`src/rtl/mem_bus_arbiter.sv`:
```
// Round-robin arbiter sharing one memory request/response port between IFU (read-only) and LSU.
// One transaction in flight; request fields are latched at grant and held until memory accepts.
module mem_bus_arbiter #(
  parameter int AW      = 32,
  parameter int DW      = 32,
  parameter int TIMEOUT = 256
) (
  input  logic            clk,
  input  logic            rst,
  input  logic            ifu_req_valid,
  output logic            ifu_req_ready,
  input  logic [AW-1:0]   ifu_addr,
  output logic            ifu_resp_valid,
  input  logic            ifu_resp_ready,
  output logic [DW-1:0]   ifu_rdata,
  output logic            ifu_resp_err,
  input  logic            lsu_req_valid,
  output logic            lsu_req_ready,
  input  logic [AW-1:0]   lsu_addr,
  input  logic            lsu_wen,
  input  logic [DW-1:0]   lsu_wdata,
  input  logic [DW/8-1:0] lsu_wmask,
  output logic            lsu_resp_valid,
  input  logic            lsu_resp_ready,
  output logic [DW-1:0]   lsu_rdata,
  output logic            lsu_resp_err,
  output logic            mem_req_valid,
  input  logic            mem_req_ready,
  output logic [AW-1:0]   mem_addr,
  output logic            mem_wen,
  output logic [DW-1:0]   mem_wdata,
  output logic [DW/8-1:0] mem_wmask,
  input  logic            mem_resp_valid,
  output logic            mem_resp_ready,
  input  logic [DW-1:0]   mem_rdata,
  input  logic            mem_resp_err
);
  localparam int TW = $clog2(TIMEOUT) + 1;

  typedef enum logic [1:0] {IDLE, REQ, RESP, ERR} state_t;

  state_t        state;
  logic          owner_lsu;
  logic          last_lsu;
  logic [TW-1:0] timer;

  logic grant_ifu, grant_lsu, owner_ready, resp_act, timeout;

  // On a tie the master that did not win last time is served.
  assign grant_ifu = !rst && (state == IDLE) && ifu_req_valid && (!lsu_req_valid || last_lsu);
  assign grant_lsu = !rst && (state == IDLE) && lsu_req_valid && (!ifu_req_valid || !last_lsu);

  assign ifu_req_ready  = grant_ifu;
  assign lsu_req_ready  = grant_lsu;
  assign mem_req_valid  = (state == REQ);
  assign owner_ready    = owner_lsu ? lsu_resp_ready : ifu_resp_ready;
  assign mem_resp_ready = (state == RESP) && owner_ready;
  assign resp_act       = (state == RESP) && mem_resp_valid;

  // Timer holds TIMEOUT-2 in the last cycle before the error response must appear.
  assign timeout = (timer >= TW'(TIMEOUT - 2));

  assign ifu_resp_valid = !owner_lsu && ((state == ERR) || resp_act);
  assign lsu_resp_valid =  owner_lsu && ((state == ERR) || resp_act);
  assign ifu_resp_err   = !owner_lsu && ((state == ERR) || (resp_act && mem_resp_err));
  assign lsu_resp_err   =  owner_lsu && ((state == ERR) || (resp_act && mem_resp_err));
  assign ifu_rdata      = (resp_act && !owner_lsu) ? mem_rdata : '0;
  assign lsu_rdata      = (resp_act &&  owner_lsu) ? mem_rdata : '0;

  always_ff @(posedge clk) begin
    if (rst) begin
      state     <= IDLE;
      owner_lsu <= 1'b0;
      last_lsu  <= 1'b1;
      timer     <= '0;
      mem_addr  <= '0;
      mem_wen   <= 1'b0;
      mem_wdata <= '0;
      mem_wmask <= '0;
    end else begin
      case (state)
        IDLE: if (grant_ifu || grant_lsu) begin
          owner_lsu <= grant_lsu;
          last_lsu  <= grant_lsu;
          timer     <= '0;
          mem_addr  <= grant_lsu ? lsu_addr : ifu_addr;
          mem_wen   <= grant_lsu && lsu_wen;
          mem_wdata <= grant_lsu ? lsu_wdata : '0;
          mem_wmask <= grant_lsu ? lsu_wmask : '0;
          state     <= REQ;
        end
        REQ: begin
          timer <= timer + TW'(1);
          if (mem_req_ready)  state <= RESP;
          else if (timeout)   state <= ERR;
        end
        RESP: begin
          timer <= timer + TW'(1);
          if (mem_resp_valid && mem_resp_ready) state <= IDLE;
          else if (timeout)                     state <= ERR;
        end
        ERR: if (owner_ready) state <= IDLE;
        default: state <= IDLE;
      endcase
    end
  end
endmodule
```
`config.mk`:
```
export PLATFORM = sky130hd
export DESIGN_NAME = mem_bus_arbiter
export DESIGN_NICKNAME = d
export VERILOG_FILES = /design/src/rtl/mem_bus_arbiter.sv
export SDC_FILE = /design/constraint.sdc
export NUM_CORES = 1
export LEC_CHECK = 0
export ABC_AREA = 1
export BUFFER_PORTS_ARGS = -buffer_cell sky130_fd_sc_hd__buf_2
export CORE_MARGIN = 4
export CORE_UTILIZATION = 40
export DETAILED_ROUTE_END_ITERATION = 8
export GPL_ROUTABILITY_DRIVEN = 0
export PLACE_DENSITY = 0.88
export REMOVE_ABC_BUFFERS = 1
export SLEW_MARGIN = 20
export SYNTH_ARGS = -nofsm -noshare
export SYNTH_HDL_FRONTEND = slang
export SYNTH_SLANG_ARGS = --single-unit
```
`constraint.sdc`:
```
create_clock -name clk -period 3.1 [get_ports clk]
set_input_delay 0.62 -clock clk [delete_from_list [all_inputs] [get_ports clk]]
set_output_delay 0.62 -clock clk [all_outputs]
set_load 0.03 [all_outputs]
```
==> impl_metrics.env <==
export IMPL_synth_cell_types=24
export IMPL_fmax_mhz=371.2
export IMPL_rsz0062_at_grt="no"
export IMPL_critPathCaptureType="primary output"
export IMPL_fill_cells=952
export IMPL_max_stage_delay_ns=0.34
export IMPL_post_cts_buffers=0
export IMPL_ioPinCount=283
export IMPL_wl_per_cell_um=13.64
export IMPL_core_area_mm2=0.009819
export IMPL_nets=1027
export IMPL_yosys_warnings=0
export IMPL_syn2layout_area_growth_pct=40.33
export IMPL_maxSlewHeadroom=0.6769
export IMPL_multiInputGateArea_mm2=0.001867
export IMPL_grt_pass1_vias=4218
export IMPL_min_path_type="register to register"
export IMPL_fp_row_count=36
export IMPL_regArea_mm2=0.001642
export IMPL_cp_common_cell="inv_1"
export IMPL_synthCells=611
export IMPL_yosysSeqAreaShare=0.4042
export IMPL_path_clk_slew_ns=0.10
export IMPL_leakage_nw=3.319
export IMPL_crit_chain="inv_1, ha_1, inv_1, nor2_8, nand3_4, inv_2, buf_2"
export IMPL_synth_seq_cells=82
export IMPL_clkLatencyLatePin_ns=0.36
export IMPL_n_antenna_cell=0
export IMPL_cts_sinks=82
export IMPL_timing_max_transition_violations_final=0
export IMPL_die_height_um=108.8
export IMPL_critPathKind="register to primary output"
export IMPL_cts_tree="done"
export IMPL_powerDensity_mw_per_mm2=501.0
export IMPL_drt_pass1_iterations=5
export IMPL_fp_dieW_um=108.8
export IMPL_cts_resized=0
export IMPL_path_max_fanout=35
export IMPL_slowest_stage="dfxtp_1"
export IMPL_worstMarginPinSlew_ns=0.4817
export IMPL_drt_iter0_drc=375
export IMPL_dp_hpwl_um=10960
export IMPL_grt_pass1_wl_um=19840
export IMPL_status="finished clean"
export IMPL_cts_max_level=3
export IMPL_fin_ws_ns=0.4057
export IMPL_avgSynthCellArea_um2=6.647
export IMPL_io_buffers=282
export IMPL_setup_tns_ns=0
export IMPL_die_area_mm2=0.01183
export IMPL_vias=4821
export IMPL_peakVddDrop_mv=0.3501
export IMPL_finClkSkew_ns=0.009500
export IMPL_ctsHoldBuffers=0
export IMPL_antenna_found_initial=3
export IMPL_r2r_slack_ns=0.69
export IMPL_grt_max_degree=45
export IMPL_period_minus_slack_ns=2.694
export IMPL_path_buf_inv=4
export IMPL_initial_core_util=0.4136
export IMPL_hold_viol_final=0
export IMPL_overflow=0
export IMPL_drc=0
export IMPL_pre_cts_ws_ns=0.7542
export IMPL_final_setup_viol_count=0
export IMPL_cp_start_kind="register"
export IMPL_layout_drive_gt1_share=0.3556
export IMPL_drt_total_wl_um=13860
export IMPL_syn_area_mm2=0.004061
export IMPL_arrival_ns=2.07
export IMPL_vias_per_cell=4.745
export IMPL_numCtsBuffers=9
export IMPL_timing_final_crit_share=0.8691
export IMPL_cp_top_family="buffers and inverters"
export IMPL_ant_nets=0
export IMPL_clock_path_buffers=2
export IMPL_required_ns=2.48
export IMPL_drv_cap=0
export IMPL_postPlaceCellArea_mm2=0.005514
export IMPL_postLayoutCellArea_mm2=0.005699
export IMPL_grt_usage=0.2128
export IMPL_cts_root_buf="clkbuf_8"
## stage by stage
step / power, mW / hold WS [ns] / util / std cells
after floorplan: 1.807 / 0.4462 / - / 575
after global placement: 2.121 / 0.4489 / 0.5615 / 1000
after detailed placement: 2.134 / 0.4517 / 0.5615 / 1000
after CTS: 2.867 / 0.4662 / 0.5804 / 1016
after global routing: 2.998 / 0.4866 / 0.5804 / 1016
final: 2.855 / 0.4650 / 0.5804 / 1016
## final timing paths
path         cells past startpoint            end     startpoint
max reg2reg                     11   mem_addr[17]       state[0]
min reg2reg                      2  mem_wdata[23]  mem_wdata[23]
min                              2  mem_wdata[23]  mem_wdata[23]
max                              7  lsu_req_ready       state[0]
## report_power, final
part / total, mW / leakage (nW) / switching (mW) / internal (mW)
logic: 0.899 / 2.55 / 0.613 / 0.286
registers: 1.22 / 0.670 / 0.0583 / 1.16
clock network: 0.741 / 0.0940 / 0.433 / 0.308
## cells by family (layout without fill, tap and decap cells)
group,count (synthesis),count (layout),synth area share
AND/OR/NAND/NOR,301,301,0.3022
adder cells (fa/ha/maj),7,7,0.02156
AO/OA/AOI/OAI,91,91,0.1340
buffers and inverters,130,402,0.1380
flip-flops,82,82,0.4042
## cell type report
cell class	count	area share
inverters	94	0.06191
multi-input cells	399	0.3276
clock buffers	9	0.02173
well taps	133	0.02920
clock inverters	7	0.01076
flip-flops and latches	82	0.2880
repair buffers	292	0.2608
## per-layer routing
metal / track usage / part of all wire / wire (um) / vias up
li1: - / - / - / 2431
met4: 0.09378 / 0.029 / 405 / 4
met3: 0.06157 / 0.10 / 1411 / 33
met1: 0.2091 / 0.34 / 4702 / 2122
met5: 0 / 0.0025 / 34 / -
met2: 0.4091 / 0.53 / 7307 / 231
## cells in the mapped netlist, drive strengths merged
library cell  count  area, um2
nand2           179      671.9
inv              93      349.1
dfxtp            82       1642
nor2             76      301.5
a21oi            51      255.2
nand3            36      192.7
o211ai           33      247.7
buf              20      147.6
clkbuf           16      60.06
ha                7      87.58
nand4             6      37.54
o21ai             6      33.78
nor3              2      10.01
and3              1      6.260
clkinv            1      3.750
nand3b            1      7.510
o31ai             1      7.510
## layout by cell type (no fill, tap or decap), types with 2 or more instances in the layout
| master | n |
|---|---|
| nor3_1 | 2 |
| clkbuf_8 | 9 |
| inv_2 | 3 |
| dfxtp_1 | 82 |
| nand3_1 | 35 |
| nand2_1 | 179 |
| a21oi_1 | 51 |
| inv_8 | 2 |
| inv_1 | 90 |
| nor2_1 | 75 |
| buf_4 | 10 |
| inv_6 | 2 |
| nand4_1 | 6 |
| o21ai_1 | 4 |
| ha_1 | 7 |
| o211ai_1 | 33 |
| buf_2 | 282 |
## state kept, by name, indices dropped and copies added, names as in the netlist
register / cells
state: 2
mem_wdata: 32
mem_addr: 32
last_lsu: 1
owner_lsu: 1
mem_wmask: 4
mem_wen: 1
timer: 9
## tightest hold or removal path: stages (launching register included)
cell and delay (ns):
dfxtp_1 0.32, nand2_1 0.06, a21oi_1 0.05
(Power assumes the default switching activity.)
